<file path="config.mk">
export PLATFORM = sky130hd
export DESIGN_NAME = spi_reg_ctrl
export DESIGN_NICKNAME = d
export VERILOG_FILES = /design/src/rtl/spi_reg_ctrl.sv
export SDC_FILE = /design/constraint.sdc
export NUM_CORES = 1
export LEC_CHECK = 0
export ABC_AREA = 1
export CAP_MARGIN = 10
export CORE_UTILIZATION = 50
export CTS_CLUSTER_SIZE = 30
export DETAILED_ROUTE_END_ITERATION = 6
export PLACE_DENSITY = 0.74
export SYNTH_ARGS = -nofsm -noshare
export SYNTH_HDL_FRONTEND = slang
export SYNTH_SLANG_ARGS = --single-unit
</file>
<file path="constraint.sdc">
create_clock -name clk -period 3.65 [get_ports clk]
set_clock_uncertainty 0.05 [all_clocks]
set_input_delay 1.095 -clock clk [delete_from_list [all_inputs] [get_ports clk]]
set_output_delay 1.095 -clock clk [all_outputs]
set_load 0.01 [all_outputs]
</file>
<file path="src/rtl/spi_reg_ctrl.sv">
// Byte-level SPI command controller: decodes one command byte per chip
// select, then streams register reads (address auto-increment, coherent
// position snapshot) or register writes.
module spi_reg_ctrl #(
    parameter int unsigned ADDR_W  = 7,
    parameter int unsigned POS_W   = 32,
    parameter logic [7:0]  ID_BYTE = 8'hA5
) (
    input  logic             clk,
    input  logic             rst,
    input  logic             spi_ss,
    input  logic             spi_done,
    input  logic [7:0]       spi_rx,
    output logic [7:0]       spi_tx,
    input  logic [POS_W-1:0] pos,
    output logic             cnt_enable,
    output logic             cnt_clear,
    output logic [7:0]       led_reg,
    output logic             xfer_active
);

    typedef enum logic [1:0] {IDLE, CMD, RD, WR} state_t;

    state_t            state, state_n;
    logic              ss_m, ss_s, ss_d;
    logic              ss_fall, ss_rise;
    logic [POS_W-1:0]  snapshot, snapshot_n;
    logic [7:0]        scratch, scratch_n;
    logic [7:0]        txn_count, txn_count_n;
    logic [ADDR_W-1:0] addr, addr_n;
    logic [7:0]        tx_n, led_n;
    logic              cnt_enable_n, cnt_clear_n;

    logic [ADDR_W-1:0] rd_addr;
    logic [31:0]       rd_snap;
    logic [7:0]        rd_data;
    logic [31:0]       pos_ext, snap_ext;

    // Synchronizer resets low: a select still held across reset produces no
    // falling edge, so the next transaction needs a fresh ss assertion.
    always_ff @(posedge clk or posedge rst) begin
        if (rst) begin
            ss_m <= 1'b0;
            ss_s <= 1'b0;
            ss_d <= 1'b0;
        end else begin
            ss_m <= spi_ss;
            ss_s <= ss_m;
            ss_d <= ss_s;
        end
    end

    assign ss_fall     = ss_d & ~ss_s;
    assign ss_rise     = ~ss_d & ss_s;
    assign xfer_active = (state != IDLE);

    // Zero-extend position and snapshot so bytes at or above POS_W/8 read 0.
    always_comb begin
        pos_ext  = '0;
        snap_ext = '0;
        pos_ext[POS_W-1:0]  = pos;
        snap_ext[POS_W-1:0] = snapshot;
    end

    // The command byte reads through the live position (it is the value the
    // snapshot captures in that same cycle); streamed reads use the snapshot.
    always_comb begin
        rd_addr = (state == CMD) ? spi_rx[ADDR_W-1:0] : addr;
        rd_snap = (state == CMD) ? pos_ext : snap_ext;
        rd_data = 8'h00;
        if (rd_addr < ADDR_W'(4)) begin
            rd_data = rd_snap[{rd_addr[1:0], 3'b000} +: 8];
        end else begin
            case (rd_addr)
                ADDR_W'(4): rd_data = txn_count;
                ADDR_W'(5): rd_data = {7'b0, cnt_enable};
                ADDR_W'(6): rd_data = led_reg;
                ADDR_W'(7): rd_data = scratch;
                default:    rd_data = 8'h00;
            endcase
        end
    end

    // Next-state and register-update logic; deselect overrides a coincident byte.
    always_comb begin
        state_n      = state;
        tx_n         = spi_tx;
        snapshot_n   = snapshot;
        scratch_n    = scratch;
        txn_count_n  = txn_count;
        addr_n       = addr;
        led_n        = led_reg;
        cnt_enable_n = cnt_enable;
        cnt_clear_n  = 1'b0;
        if (state == IDLE) begin
            tx_n = ID_BYTE;
            if (ss_fall) state_n = CMD;
        end else if (ss_rise) begin
            state_n     = IDLE;
            tx_n        = ID_BYTE;
            txn_count_n = txn_count + 8'd1;
        end else if (spi_done) begin
            case (state)
                CMD: begin
                    if (spi_rx[7]) begin
                        addr_n  = spi_rx[ADDR_W-1:0];
                        tx_n    = 8'h00;
                        state_n = WR;
                    end else begin
                        snapshot_n = pos;
                        tx_n       = rd_data;
                        addr_n     = spi_rx[ADDR_W-1:0] + ADDR_W'(1);
                        state_n    = RD;
                    end
                end
                RD: begin
                    tx_n   = rd_data;
                    addr_n = addr + ADDR_W'(1);
                end
                WR: begin
                    case (addr)
                        ADDR_W'(5): begin
                            cnt_enable_n = spi_rx[0];
                            cnt_clear_n  = spi_rx[1];
                        end
                        ADDR_W'(6): led_n     = spi_rx;
                        ADDR_W'(7): scratch_n = spi_rx;
                        default:    ;
                    endcase
                    addr_n = addr + ADDR_W'(1);
                    tx_n   = 8'h00;
                end
                default: ;
            endcase
        end
    end

    // State and register file.
    always_ff @(posedge clk or posedge rst) begin
        if (rst) begin
            state      <= IDLE;
            spi_tx     <= ID_BYTE;
            snapshot   <= '0;
            scratch    <= '0;
            txn_count  <= '0;
            addr       <= '0;
            led_reg    <= '0;
            cnt_enable <= 1'b1;
            cnt_clear  <= 1'b0;
        end else begin
            state      <= state_n;
            spi_tx     <= tx_n;
            snapshot   <= snapshot_n;
            scratch    <= scratch_n;
            txn_count  <= txn_count_n;
            addr       <= addr_n;
            led_reg    <= led_n;
            cnt_enable <= cnt_enable_n;
            cnt_clear  <= cnt_clear_n;
        end
    end

endmodule

</file>
==> key figures <==
Run status
  – Run status: finished clean

Die
  – Number of ports placed on the die boundary: 63
  – Initial cell density of the core: about half
  – Core region area: approximately 8700 um^2
  – Die extent in x: approximately 97 um
  – Die H: ~97 um
  – Floorplan row count: 34
  – Total Die Area: just over 9000 um^2

Setup path
  – Required time of the critical path: 2.50 ns
  – Largest fanout of any net on the critical path: 17
  – Worst setup path endpoint: xfer_active
  – Critical register-to-register path startpoint: state[1]$_DFFE_PP0P_
  – R2R depth: 12
  – Reg-to-reg critical path endpoint: spi_tx[7]$_DFFE_PP1P_
  – Element type at the critical path end: primary output
  – Startpoint type of the worst setup path: register
  – Launching element of the worst setup path: state[1]$_DFFE_PP0P_
  – Crit path kind: reg2out
  – Setup slack on the worst flop-to-flop path: about 1.2 ns
  – Worst path arrival time: between 1.5 and 2 ns

Clocking
  – Clock buffers created by TritonCTS: 9
  – Bufs on Longest Clock Path: 2
  – H-Tree Depth: 3
  – Clock input transition at the sequential cells of the worst setup and hold paths: 0.08 ns
  – Sink count of the clock tree: between 70 and 80
  – Post-CTS Setup Bufs: 0
  – Clock latency reported for the late side of the worst-skew pair: between 0.3 and 0.4 ns
  – Cts-stage hold buffer count: 0
  – Post-cts sizing count: 0
  – TritonCTS clock tree: yes
  – Buffer cell driving the clock tree root: sky130_fd_sc_hd__clkbuf_8

Routing
  – Vias per cell: around 5.2
  – Routed length on met3: about 570 um
  – Vias post-DR: 4156
  – Routed wire per std cell: between 10 and 15 um
  – Wire length on met1: 4893 um
  – Top sig layer: met4
  – WL final: approximately 11000 um
  – Detail Route met2 WL: approximately 5200 um
  – Detailed-routing iteration count for the pre-antenna-repair pass: 5
  – Residual antenna-violating net count after detailed routing: 0
  – Post-route DRC violation count: 0
  – DRC marker count from the first detailed-route iteration: approximately 200

Global route
  – Largest net degree at the start of global routing: 53
  – Antenna violations before repair: 0
  – Overall fraction of global-route tracks in use: 24.57%
  – Wire length of the first global-routing pass: roughly 19000 um
  – Number of global-route vias before repair: roughly 3800
  – Total global routing overflow: 0

Timing
  – F_max: around 320 MHz
  – Min setup slack post-route: just over 0.5 ns
  – RSZ-0062 raised after global routing: no
  – Max_slew headroom: a little under three fifths
  – Final Cycle Share: approximately 86%
  – Number of setup violations in the final report: 0
  – Sum of negative setup slack: 0 ns
  – Minimum clock period: around 3.1 ns
  – Worst-margin pin slew: roughly 0.67 ns
  – Number of max-slew violations in the final report: 0
  – Hold violation total from the final report: 0

Synth
  – Total of flip-flops plus latches after synthesis: between 70 and 80
  – Number of nets produced by synthesis: between 600 and 700
  – Syn Std Cell Area: around 4500 um^2
  – Synthesis warning total: 0
  – Unique cell type count in the Yosys netlist: 32
  – Synthesized area per cell: between 7 and 8 um^2
  – Cells after Synth: roughly 630
  – Share of synthesized area occupied by flip-flops and latches: about 44%

Finish
  – Antenna Diode Count: 0
  – Total number of nets in the final design: 729
  – Number of flip-flops in the largest register: 32
  – Final design utilization: between 60 and 70%
  – Area Overhead vs Synth: 20.40%
  – Fraction of final layout cells sized beyond drive strength 1: around 7.3%

Placement
  – Final weighted congestion of routability-driven global placement: approximately 0.94
  – Post-DP HPWL: 8200 um
  – Setup slack at placement: 0.5537 ns
  – Number of input and output port buffers inserted: 62

Min path
  – Classification of the worst-slack hold path: reg2reg
  – Hold-critical path depth: 0

Power and ir drop
  – Standby leakage power: about 2.7 nW
  – Largest voltage drop on the vdd net: 0.0002911 V
  – Total Power Consumption: between 0.003 and 0.004 W
  – Power density cells: 598.0 nW/um^2

Run
  – Max_cap viols: 0
-- power breakdown --
group	total (W)	switching (W)	internal, W	leakage, nW
combinational	0.00120	0.000755	0.000446	1.66
sequential	0.00130	0.000169	0.00113	0.951
clock	0.000727	0.000326	0.000401	0.108
-- cell type report --
cell class                      count  area, um^2
Multi-Input combinational cell    435        2058
Clock buffer                       10       137.6
Inverter                           88       332.8
Clock inverter                      6       85.08
Tap cell                          108       135.1
Timing Repair Buffer               68       690.7
Sequential cell                    78        1958
Fill cell                         807        3323
-- per-stage QoR --
stage	instances	hold WS [ns]	area [um^2]
floorplan	626	0.2812	4483
global placement	777	0.2832	5175
detailed placement	777	0.2902	5175
CTS	793	0.3098	5398
global route	793	0.3248	5398
finish	793	0.3057	5398
-- cells in the mapped netlist (all sizes together) --
library cell  count  share of area (%)
inv              88                7.4
o211ai            1               0.17
nand4            16                2.2
nor2             50                4.9
nor3              6               0.78
a41oi             1               0.20
a31oi             1               0.14
dfrtp            73                 41
a22o              1               0.20
nand3            47                5.4
xnor2             2               0.39
clkbuf           10               0.84
buf              15                2.3
ha                5                1.4
nand2           197                 17
xor2              9                1.8
a22oi             1               0.17
a21oi            39                4.4
o21ai            58                6.5
a211oi            1               0.17
dfstp             5                2.9
-- layout by cell type, fill, tap and decap left out, drive strengths merged --
cell,instances
xnor2,2
a22o,1
a22oi,1
a41oi,1
clkbuf,10
buf,6
dfrtp,73
nor3,6
o21ai,58
xor2,9
nand2,197
a31oi,1
nor2,50
nand3,47
nand4,16
a211oi,1
bufinv,2
clkinvlp,2
a21oi,39
inv,88
ha,5
clkdlybuf4s50,62
dfstp,5
o211ai,1
clkinv,2
-- per-layer routing --
layer  up-vias  track usage (%)
met5         -                0
met4         0            8.152
met3        16            3.685
met2       123            40.74
met1      1932            33.05
li1       2085                -
-- cells by family (layout without fill, tap and decap cells) --
| family | Yosys count | in the layout | share of synthesized area, % |
|---|---|---|---|
| buffers and inverters | 113 | 172 | 10.52 |
| XOR/XNOR | 11 | 11 | 2.149 |
| AND/OR/NAND/NOR | 316 | 316 | 30.39 |
| AO/OA/AOI/OAI | 103 | 103 | 11.86 |
| flip-flops | 78 | 78 | 43.68 |
| adder cells (fa/ha/maj) | 5 | 5 | 1.395 |
-- worst min path at each step --
| stage | startpoint | end | slack (ns) |
|---|---|---|---|
| 3_5_place_dp | ss_m$_DFF_PP0_ | ss_s$_DFF_PP0_ | 0.29 |
| 4_1_cts | ss_m$_DFF_PP0_ | ss_s$_DFF_PP0_ | 0.31 |
| 5_1_grt | ss_m$_DFF_PP0_ | ss_s$_DFF_PP0_ | 0.32 |
| 3_3_place_gp | ss_m$_DFF_PP0_ | ss_s$_DFF_PP0_ | 0.28 |
| 2_1_floorplan | ss_m$_DFF_PP0_ | ss_s$_DFF_PP0_ | 0.28 |
| 6_report | ss_m$_DFF_PP0_ | ss_s$_DFF_PP0_ | 0.31 |
-- critical path, stage by stage, from the launching register on --
cell and delay, ns:
sky130_fd_sc_hd__dfrtp_1 0.74, sky130_fd_sc_hd__nor2_1 0.24, sky130_fd_sc_hd__inv_1 0.12, sky130_fd_sc_hd__clkdlybuf4s50_1 0.54
Note: power is estimated with default switching activity, not from simulation.
